<file path="src/rtl/decode_control.sv">
// decode_control: fetch/execute sequencer sitting directly behind the fetch
// register. It walks IDLE -> FETCH -> EXEC (-> JADDR) and decodes every
// datapath enable combinationally from the current state, the latched opcode
// and the jump condition captured in EXEC.

package decode_control_pkg;

  // Sequencer states.
  typedef enum logic [2:0] {
    ST_IDLE  = 3'd0,
    ST_FETCH = 3'd1,
    ST_EXEC  = 3'd2,
    ST_JADDR = 3'd3,
    ST_HALT  = 3'd4
  } state_e;

  // Opcode map (upper nibble of the fetched program byte).
  typedef enum logic [3:0] {
    OP_NOP   = 4'h0,
    OP_LIT   = 4'h1,
    OP_IN    = 4'h2,
    OP_OUT   = 4'h3,
    OP_ADDI  = 4'h4,
    OP_SUBI  = 4'h5,
    OP_NANDI = 4'h6,
    OP_CMPI  = 4'h7,
    OP_JMP   = 4'h8,
    OP_JC    = 4'h9,
    OP_JNC   = 4'hA,
    OP_JZ    = 4'hB,
    OP_JNZ   = 4'hC,
    OP_RSV_D = 4'hD,
    OP_RSV_E = 4'hE,
    OP_HALT  = 4'hF
  } opcode_e;

  // ALU function select.
  localparam logic [2:0] ALU_PASS = 3'b000;
  localparam logic [2:0] ALU_ADD  = 3'b001;
  localparam logic [2:0] ALU_SUB  = 3'b010;
  localparam logic [2:0] ALU_NAND = 3'b011;

  // Bundle of single-cycle datapath controls (address is handled separately
  // because its width is a parameter).
  typedef struct packed {
    logic       fetch_en;
    logic       pc_inc;
    logic       pc_load;
    logic       acc_en;
    logic       flags_en;
    logic       out_en;
    logic [2:0] alu_sel;
    logic       oprnd_oe;
    logic       in_oe;
    logic       alu_oe;
    logic       phase;
    logic       halted;
  } ctrl_t;

endpackage

module decode_control
  import decode_control_pkg::*;
#(
  parameter int         ADDR_W   = 12,
  parameter logic [3:0] OPC_HALT = 4'hF
) (
  input  logic              clk,
  input  logic              reset,
  input  logic              go,
  input  logic [3:0]        instr,
  input  logic [3:0]        oprnd,
  input  logic [7:0]        program_byte,
  input  logic              c_flag,
  input  logic              z_flag,
  output logic              fetch_en,
  output logic              pc_inc,
  output logic              pc_load,
  output logic [ADDR_W-1:0] address,
  output logic              acc_en,
  output logic              flags_en,
  output logic              out_en,
  output logic [2:0]        alu_sel,
  output logic              oprnd_oe,
  output logic              in_oe,
  output logic              alu_oe,
  output logic              phase,
  output logic              halted
);

  state_e            state_q, state_d;
  logic [3:0]        hi_q, hi_d;      // high nibble of the jump target
  logic              take_q, take_d;  // jump decision frozen at EXEC
  ctrl_t             ctrl;
  logic [ADDR_W-1:0] address_c;

  // True for the five conditional/unconditional jump opcodes.
  function automatic logic is_jump(input logic [3:0] op);
    return opcode_e'(op) inside {OP_JMP, OP_JC, OP_JNC, OP_JZ, OP_JNZ};
  endfunction

  // Jump condition evaluated against the flags visible during EXEC.
  function automatic logic jump_cond(input logic [3:0] op,
                                     input logic       c,
                                     input logic       z);
    logic taken;
    taken = 1'b0;
    case (opcode_e'(op))
      OP_JMP:  taken = 1'b1;
      OP_JC:   taken = c;
      OP_JNC:  taken = ~c;
      OP_JZ:   taken = z;
      OP_JNZ:  taken = ~z;
      default: taken = 1'b0;
    endcase
    return taken;
  endfunction

  // Next-state and jump-latch logic.
  always_comb begin
    // NOTE: every signal gets a default before the case so no path can leave
    // it unassigned and infer a latch.
    state_d = state_q;
    hi_d    = hi_q;
    take_d  = take_q;
    case (state_q)
      ST_IDLE: begin
        if (go) state_d = ST_FETCH;
      end
      ST_FETCH: begin
        state_d = ST_EXEC;
      end
      ST_EXEC: begin
        if (instr == OPC_HALT) begin
          state_d = ST_HALT;
        end else if (is_jump(instr)) begin
          hi_d    = oprnd;
          take_d  = jump_cond(instr, c_flag, z_flag);
          state_d = ST_JADDR;
        end else begin
          state_d = ST_FETCH;
        end
      end
      ST_JADDR: begin
        state_d = ST_FETCH;
      end
      ST_HALT: begin
        state_d = ST_HALT;  // only reset leaves HALT; go is ignored
      end
      default: begin
        state_d = ST_IDLE;
      end
    endcase
  end

  // State and jump-latch registers, cleared asynchronously.
  always_ff @(posedge clk or negedge reset) begin
    // NOTE: non-blocking assignments so every flop samples pre-edge values.
    if (!reset) begin
      state_q <= ST_IDLE;
      hi_q    <= 4'h0;
      take_q  <= 1'b0;
    end else begin
      state_q <= state_d;
      hi_q    <= hi_d;
      take_q  <= take_d;
    end
  end

  // Output decode: purely from state, opcode and the latched jump decision,
  // so asserting reset drops every enable in the same instant.
  always_comb begin
    ctrl      = '0;
    address_c = '0;
    case (state_q)
      ST_FETCH: begin
        ctrl.fetch_en = 1'b1;
        ctrl.pc_inc   = 1'b1;
      end
      ST_EXEC: begin
        ctrl.phase = 1'b1;
        if (instr != OPC_HALT) begin
          case (opcode_e'(instr))
            OP_LIT: begin
              ctrl.oprnd_oe = 1'b1;
              ctrl.alu_sel  = ALU_PASS;
              ctrl.alu_oe   = 1'b1;
              ctrl.acc_en   = 1'b1;
            end
            OP_IN: begin
              ctrl.in_oe   = 1'b1;
              ctrl.alu_sel = ALU_PASS;
              ctrl.alu_oe  = 1'b1;
              ctrl.acc_en  = 1'b1;
            end
            OP_OUT: begin
              // Accumulator reaches the bus through the ALU pass path.
              ctrl.alu_sel = ALU_PASS;
              ctrl.alu_oe  = 1'b1;
              ctrl.out_en  = 1'b1;
            end
            OP_ADDI: begin
              ctrl.oprnd_oe = 1'b1;
              ctrl.alu_sel  = ALU_ADD;
              ctrl.alu_oe   = 1'b1;
              ctrl.acc_en   = 1'b1;
              ctrl.flags_en = 1'b1;
            end
            OP_SUBI: begin
              ctrl.oprnd_oe = 1'b1;
              ctrl.alu_sel  = ALU_SUB;
              ctrl.alu_oe   = 1'b1;
              ctrl.acc_en   = 1'b1;
              ctrl.flags_en = 1'b1;
            end
            OP_NANDI: begin
              ctrl.oprnd_oe = 1'b1;
              ctrl.alu_sel  = ALU_NAND;
              ctrl.alu_oe   = 1'b1;
              ctrl.acc_en   = 1'b1;
              ctrl.flags_en = 1'b1;
            end
            OP_CMPI: begin
              // Subtract for flags only; accumulator keeps its value.
              ctrl.oprnd_oe = 1'b1;
              ctrl.alu_sel  = ALU_SUB;
              ctrl.flags_en = 1'b1;
            end
            default: begin
              // NOP, jumps (decided here, acted on in JADDR), reserved D/E.
            end
          endcase
        end
      end
      ST_JADDR: begin
        ctrl.phase = 1'b1;
        if (take_q) begin
          ctrl.pc_load = 1'b1;
          address_c    = ADDR_W'({hi_q, program_byte});
        end else begin
          ctrl.pc_inc = 1'b1;  // step over the unused low address byte
        end
      end
      ST_HALT: begin
        ctrl.halted = 1'b1;
      end
      default: begin
        // IDLE: everything low.
      end
    endcase
  end

  assign fetch_en = ctrl.fetch_en;
  assign pc_inc   = ctrl.pc_inc;
  assign pc_load  = ctrl.pc_load;
  assign address  = address_c;
  assign acc_en   = ctrl.acc_en;
  assign flags_en = ctrl.flags_en;
  assign out_en   = ctrl.out_en;
  assign alu_sel  = ctrl.alu_sel;
  assign oprnd_oe = ctrl.oprnd_oe;
  assign in_oe    = ctrl.in_oe;
  assign alu_oe   = ctrl.alu_oe;
  assign phase    = ctrl.phase;
  assign halted   = ctrl.halted;

endmodule

</file>
<file path="config.mk">
export PLATFORM = sky130hd
export DESIGN_NAME = decode_control
export DESIGN_NICKNAME = d
export VERILOG_FILES = /design/src/rtl/decode_control.sv
export SDC_FILE = /design/constraint.sdc
export NUM_CORES = 1
export LEC_CHECK = 0
export CAP_MARGIN = 40
export CORE_AREA = 4 4 47 49
export DETAILED_ROUTE_END_ITERATION = 10
export DIE_AREA = 0 0 51 53
export PLACE_DENSITY = 0.82
export SETUP_SLACK_MARGIN = 0.15
export SLEW_MARGIN = 30
export SYNTH_ARGS = -nofsm -noshare
export SYNTH_HDL_FRONTEND = slang
export SYNTH_SLANG_ARGS = --single-unit
export TNS_END_PERCENT = 50
</file>
<file path="constraint.sdc">
create_clock -name clk -period 2.4 [get_ports clk]
set_input_delay 0.36 -clock clk [delete_from_list [all_inputs] [get_ports clk]]
set_output_delay 0.36 -clock clk [all_outputs]
set_load 0.005 [all_outputs]
</file>
== Word level (Yosys, flattened, before mapping) ==
Cells that the tools add are included.

* Bits in registers: 8
* Word-level logic and storage cells: 57
* Input bits: 21
* Output and inout bits: 26

* Eq/ne operators: 19
* Multiplexer cells: 23
* Bitwise logic cells: 3
* Reductions and logical operators: 9

{| class="wikitable"
|+ Operators with widths
! cell !! number
|-
| == test 4 bit (second input constant) || 6
|-
| two-way mux 12 bit || 2
|-
| two-way mux 9 bit || 2
|-
| == test 4 x 3 -> 1 bit (second input constant) || 4
|-
| one-hot mux 3 bit (5 select lines) || 1
|-
| two-way mux 1 bit || 12
|-
| OR reduction 5 bit || 2
|-
| == test 4 x 2 -> 1 bit (second input constant) || 2
|-
| == test 3 x 2 -> 1 bit (second input constant) || 2
|-
| two-way mux 3 bit || 2
|-
| one-hot mux 2 bit (3 select lines) || 1
|-
| OR reduction 6 bit || 1
|-
| one-hot mux 1 bit (5 select lines) || 1
|-
| nonzero test 5 bit || 1
|-
| == test 4 x 1 -> 1 bit (second input constant) || 1
|-
| inequality test 4 bit (second input constant) || 1
|-
| OR reduction 2 bit || 2
|-
| OR reduction 4 bit || 1
|-
| == test 3 x 1 -> 1 bit (second input constant) || 1
|-
| == test 3 bit (second input constant) || 1
|-
| logical NOT 3 bit || 1
|-
| NOT 1 bit || 3
|-
| AND reduction 3 bit || 1
|-
| two-way mux 2 bit || 1
|-
| other kinds (2) || 2
|}

== Longest topological paths before layout ==
* Depth in word-level cells: 5
* Depth in mapped cells: 5
* Gate-level depth less buffers: 3

== Worst setup path before layout ==
OpenSTA, ideal clock, no wires.

* Kind: reg2out
* From: register state_q[2]
* To: output address[10]
* Arrival time: 1.055 ns
* Required time: 2.040 ns
* Setup slack: 0.985 ns
* Cell stages (with the launch flop): 5
* Path buffers: 1
* Cells stage by stage: dfrtp_1 -> nand2b_1 -> nor2_1 -> buf_2 -> and2_1

* Longest elaborated chain between the ends: 2

{| class="wikitable"
|+ Ends and longest elaborated chain
! element !! line !! source
|-
| from (decl) || 91 || <nowiki>state_e state_q, state_d;</nowiki>
|-
| from (signal assigned) || 164 || <nowiki>state_q <= state_d;</nowiki>
|-
| == test 3 x 2 -> 1 bit || 175 || <nowiki>case (state_q)</nowiki>
|-
| two-way mux 12 bit || 175 ||
|-
| to (decl) || 79 || <nowiki>output logic [ADDR_W-1:0] address,</nowiki>
|}

No other way between the ends.

== Final worst setup path ==
* From: input instr[3]
* To: output acc_en

* Longest elaborated chain between the ends: 5
* Elaborated cells between the ends (all ways): 10
* Classes of those cells: eq/ne (6); mux (3); reduce/logical (1)

{| class="wikitable"
|+ Ends and longest elaborated chain
! element !! line !! source
|-
| from (decl) || 71 || <nowiki>input logic [3:0] instr,</nowiki>
|-
| == test 4 x 3 -> 1 bit, or another cell as far along || 183 || <nowiki>case (opcode_e'(instr))</nowiki>
|-
| OR reduction 5 bit (no line) || - ||
|-
| two-way mux 1 bit || 183 ||
|-
| two-way mux 9 bit (*) || 182 || <nowiki>if (instr != OPC_HALT) begin</nowiki>
|-
| two-way mux 9 bit (*) || 175 ||
|-
| to (decl) || 80 || <nowiki>output logic acc_en,</nowiki>
|}

Mark *: on every way between the ends. The rest lies on a longest branch, timed or not.

==> impl_summary.log <==
INFO  metric timing.critical_path.cells = clkdlybuf4s50_1, nor4b_2, o31ai_1, a21oi_1, clkdlybuf4s50_1
INFO  metric drt_iter0_drc = 2
INFO  metric post-route-drc-count = 0
INFO  metric routed_wire_length_per_instance = 12.1 µm
INFO  metric cts_num_sinks = 8
INFO  metric holdCritPathClass = input pin to asynchronous set/reset pin
INFO  metric synth_warnings = 0
INFO  metric fin_crit = 2230 ps
INFO  metric achievable-frequency = 449 MHz
INFO  metric num_antenna_cells = 0
INFO  metric synth_commonest_cells = 14 x sky130_fd_sc_hd__and2_1, 8 x sky130_fd_sc_hd__dfrtp_1, 6 x sky130_fd_sc_hd__nor2_1
INFO  metric r2r_startpoint = state_q[2]
INFO  metric cp.arrival = 1870 ps
INFO  metric clk_pin_slew = 50 ps
INFO  metric grt_setup_unrepaired = true
INFO  metric core-area = 1860 µm²
INFO  metric die-area = 2700 µm²
INFO  metric setup_violations_final = 0
INFO  metric grt_pass1_wl = 3020 µm
INFO  metric place_hpwl = 1420 µm
INFO  metric final.setup_skew = 1.85 ps
INFO  metric post-route-period-util = 92.8%
INFO  metric drt-vias-per-instance = 4.72
INFO  metric critPathTopFamily = buffers and inverters
INFO  metric synth_edf_count = 0
INFO  metric worst_r2r_endpoint = hi_q[2]
INFO  metric via_count = 679
INFO  metric outcome = finished, final reports clean
INFO  metric grt_max_degree = 14
INFO  metric cts_tree = yes
INFO  metric critical-path-slowest-cell = sky130_fd_sc_hd__clkdlybuf4s50_1
INFO  metric critical_path.most_common_cell = sky130_fd_sc_hd__clkdlybuf4s50_1
INFO  metric synth_sequential_area_ratio = 31.6%
INFO  metric synth_top_cell_area_share = 31.6%
INFO  metric synthesis.area = 634 µm²
INFO  metric cts_htree_levels = 1
INFO  metric yosys.area_share.simple = 36.1%
INFO  metric nFillCells = 156
INFO  metric netlist-cell-type-count = 25
INFO  metric die_width = 51 µm
INFO  metric drv.max_cap_violation_count = 0
INFO  metric syn2layout_area_growth = 87.2%
INFO  metric synth_ff_type = sky130_fd_sc_hd__dfrtp_1
INFO  metric synth_seq_cells = 8
INFO  metric starting_density_of_the_core = 34.1%
INFO  metric hold_viol_final = 0
INFO  metric combined_area_of_the_multi_input_logic_cells = 418 µm²
INFO  metric placementRows = 16
INFO  metric synth_adder_area_share = 0%
INFO  metric synth_nets = 90
INFO  metric cell_area_after_placement = 1090 µm²
INFO  metric detailedPlace.worstSlack = -15.2 ps
INFO  metric cts-buffers-inserted = 3
INFO  metric vdd_ir_drop_max = 0.333 mV
INFO  metric final_net_count = 140
INFO  metric ctsRootBufferMaster = sky130_fd_sc_hd__clkbuf_4
INFO  metric layout-drive-gt1-share = 23.9%
INFO  metric pwr_density_cell = 656 nW/µm²
INFO  metric global_route.overflow_total = 0
INFO  metric layout.area.seq = 203 µm²
INFO  metric synth.mux.area_fraction = 11.8%
INFO  metric ys_top_cells_by_area = sky130_fd_sc_hd__dfrtp_1 32%, sky130_fd_sc_hd__and2_1 14%, sky130_fd_sc_hd__mux2_4 12%, sky130_fd_sc_hd__a21oi_1 3.9%, sky130_fd_sc_hd__nand4b_4 3.7%
INFO  metric crit_path_end_kind = primary output
INFO  metric postLayoutSetupSlackWorst = 173 ps
INFO  metric synth_area_leader_cell = sky130_fd_sc_hd__dfrtp_1
INFO  metric first_global_vias = 657
INFO  metric place_congestion = 0.761
INFO  metric timing.reg2reg.setup_slack = 1030 ps
INFO  metric die-height = 53 µm
INFO  metric final_area = 1190 µm²
INFO  metric synthMostInstantiatedCell = sky130_fd_sc_hd__and2_1
INFO  metric worst-endpoint-required = 2040 ps
INFO  metric slew_violations = 0
INFO  metric main_combinational_cell_family_by_area_after_synthesis = simple AND/OR/NAND/NOR gates
INFO  metric clock_tree.buffer_depth = 2
INFO  metric grt_util_all_layers = 14.7%
INFO  metric syn_inst = 69
INFO  metric crit_start = instr[3]
INFO  metric insertion_delay = 240 ps
INFO  metric worstPathMaxFanout = 2
INFO  metric postSynthAreaPerCell = 9.19 µm²
INFO  metric wl_final = 1740 µm
INFO  metric critical_path_type = input pin to primary output
INFO  metric port_buffers = 45
INFO  metric synth_compound_gate_area_share = 11.8%
INFO  metric drt.antenna.violating_nets = 0
INFO  metric floorplan.io_pins = 47
INFO  metric worst-path-buf-inv = 2
INFO  metric synth-async-reset-ratio = 100%
INFO  metric drt_pre_antenna_iters = 2
INFO  metric synth_xor_xnor_area_share = 0%
INFO  metric power_leakage = 0.542 nW
INFO  metric worst_path_largest_cell_delay = 510 ps
INFO  metric start_kind = input pin
INFO  metric antenna_found_initial = 0
INFO  metric worst-r2r-cell-count = 3
cell families after synthesis:
group / count (synthesis)
AO/OA/AOI/OAI: 12
buffers and inverters: 7
flip-flops: 8
multiplexers: 5
other: 1
AND/OR/NAND/NOR: 36
cells in the final DEF (no fill, tap or decap):
cell                               n
sky130_fd_sc_hd__clkdlybuf4s50_1  39
sky130_fd_sc_hd__and2_1           14
sky130_fd_sc_hd__dfrtp_1           6
sky130_fd_sc_hd__a21oi_1           5
sky130_fd_sc_hd__mux2_4            5
sky130_fd_sc_hd__buf_4             5
sky130_fd_sc_hd__dlymetal6s2s_1    4
sky130_fd_sc_hd__nor2_1            3
sky130_fd_sc_hd__nand2_1           3
sky130_fd_sc_hd__nor2_2            3
sky130_fd_sc_hd__clkbuf_4          3
sky130_fd_sc_hd__and2b_2           2
sky130_fd_sc_hd__o21ai_0           2
sky130_fd_sc_hd__or3b_1            2
sky130_fd_sc_hd__nand2b_1          2
sky130_fd_sc_hd__dlygate4sd2_1     2
sky130_fd_sc_hd__dfrtp_2           2
sky130_fd_sc_hd__nand2b_4          1
sky130_fd_sc_hd__nor4b_2           1
sky130_fd_sc_hd__nand2_2           1
sky130_fd_sc_hd__nor3_2            1
sky130_fd_sc_hd__o21ai_2           1
sky130_fd_sc_hd__inv_1             1
sky130_fd_sc_hd__nor4_2            1
sky130_fd_sc_hd__o31ai_1           1
sky130_fd_sc_hd__a31oi_1           1
sky130_fd_sc_hd__nand4b_4          1
sky130_fd_sc_hd__nand4_1           1
sky130_fd_sc_hd__o22a_1            1
sky130_fd_sc_hd__o221ai_1          1
sky130_fd_sc_hd__conb_1            1
sky130_fd_sc_hd__clkdlybuf4s15_2   1
report_power, final:
part	switching, W	leakage [nW]	internal, W
Clock	0.0000387	0.0138	0.0000567
Sequential	0.0000634	0.0962	0.000197
Combinational	0.000143	0.432	0.000281
registers in the layout (all words and copies together), names as in the netlist:
name and flops:
hi_q 4, state_q 3, take_q 1
final cells by class:
| type | count | share of cell area (%) |
|---|---|---|
| clock buffers | 3 | 1.90 |
| inverters | 1 | 0.316 |
| multi-input cells | 54 | 35.2 |
| flip-flops and latches | 8 | 17.1 |
| well taps | 27 | 2.85 |
| repair buffers | 51 | 42.7 |
worst register-to-register path, stage by stage (launching register included):
cell and delay (ps):
sky130_fd_sc_hd__dfrtp_2 440, sky130_fd_sc_hd__and2b_2 280, sky130_fd_sc_hd__nand4b_4 190, sky130_fd_sc_hd__mux2_4 340
metrics by stage:
step / std cells / util [%] / hold WS [ps] / TNS (ps) / total power [W]
2_1_floorplan: 69 / - / 64.4 / 0 / 0.000459
3_3_place_gp: 138 / 58.7 / 487 / 0 / 0.000640
3_5_place_dp: 138 / 58.7 / 487 / -15.2 / 0.000651
4_1_cts: 142 / 60.9 / 394 / 0 / 0.000761
5_1_grt: 144 / 63.8 / 412 / 0 / 0.000846
6_report: 144 / 63.8 / 388 / 0 / 0.000779
worst max-delay path by stage:
stage                        to  slack, ps  cells after the start
floorplan           address[10]        990                      4
finish                   acc_en        170                      5
CTS                      out_en        130                      6
global route             acc_en         30                      5
detailed placement       alu_oe        -20                      5
global placement         alu_oe        110                      5
per-layer routing:
metal	part of all wire [%]	track usage (%)	vias up
met5	0	0	-
met4	0	4.04	0
met3	16	8.17	0
met2	44	23.4	43
met1	40	17.0	304
li1	-	-	332
what timing repair did:
action | in CTS | in global routing
hold buffers | 0 | 0
resized for setup | 4 | 12
pin swaps | 1 | 2
setup endpoints to repair | 5 | 18
setup buffers | 1 | 1
cloned | 0 | 1
Power figures use the tool's default switching activity.
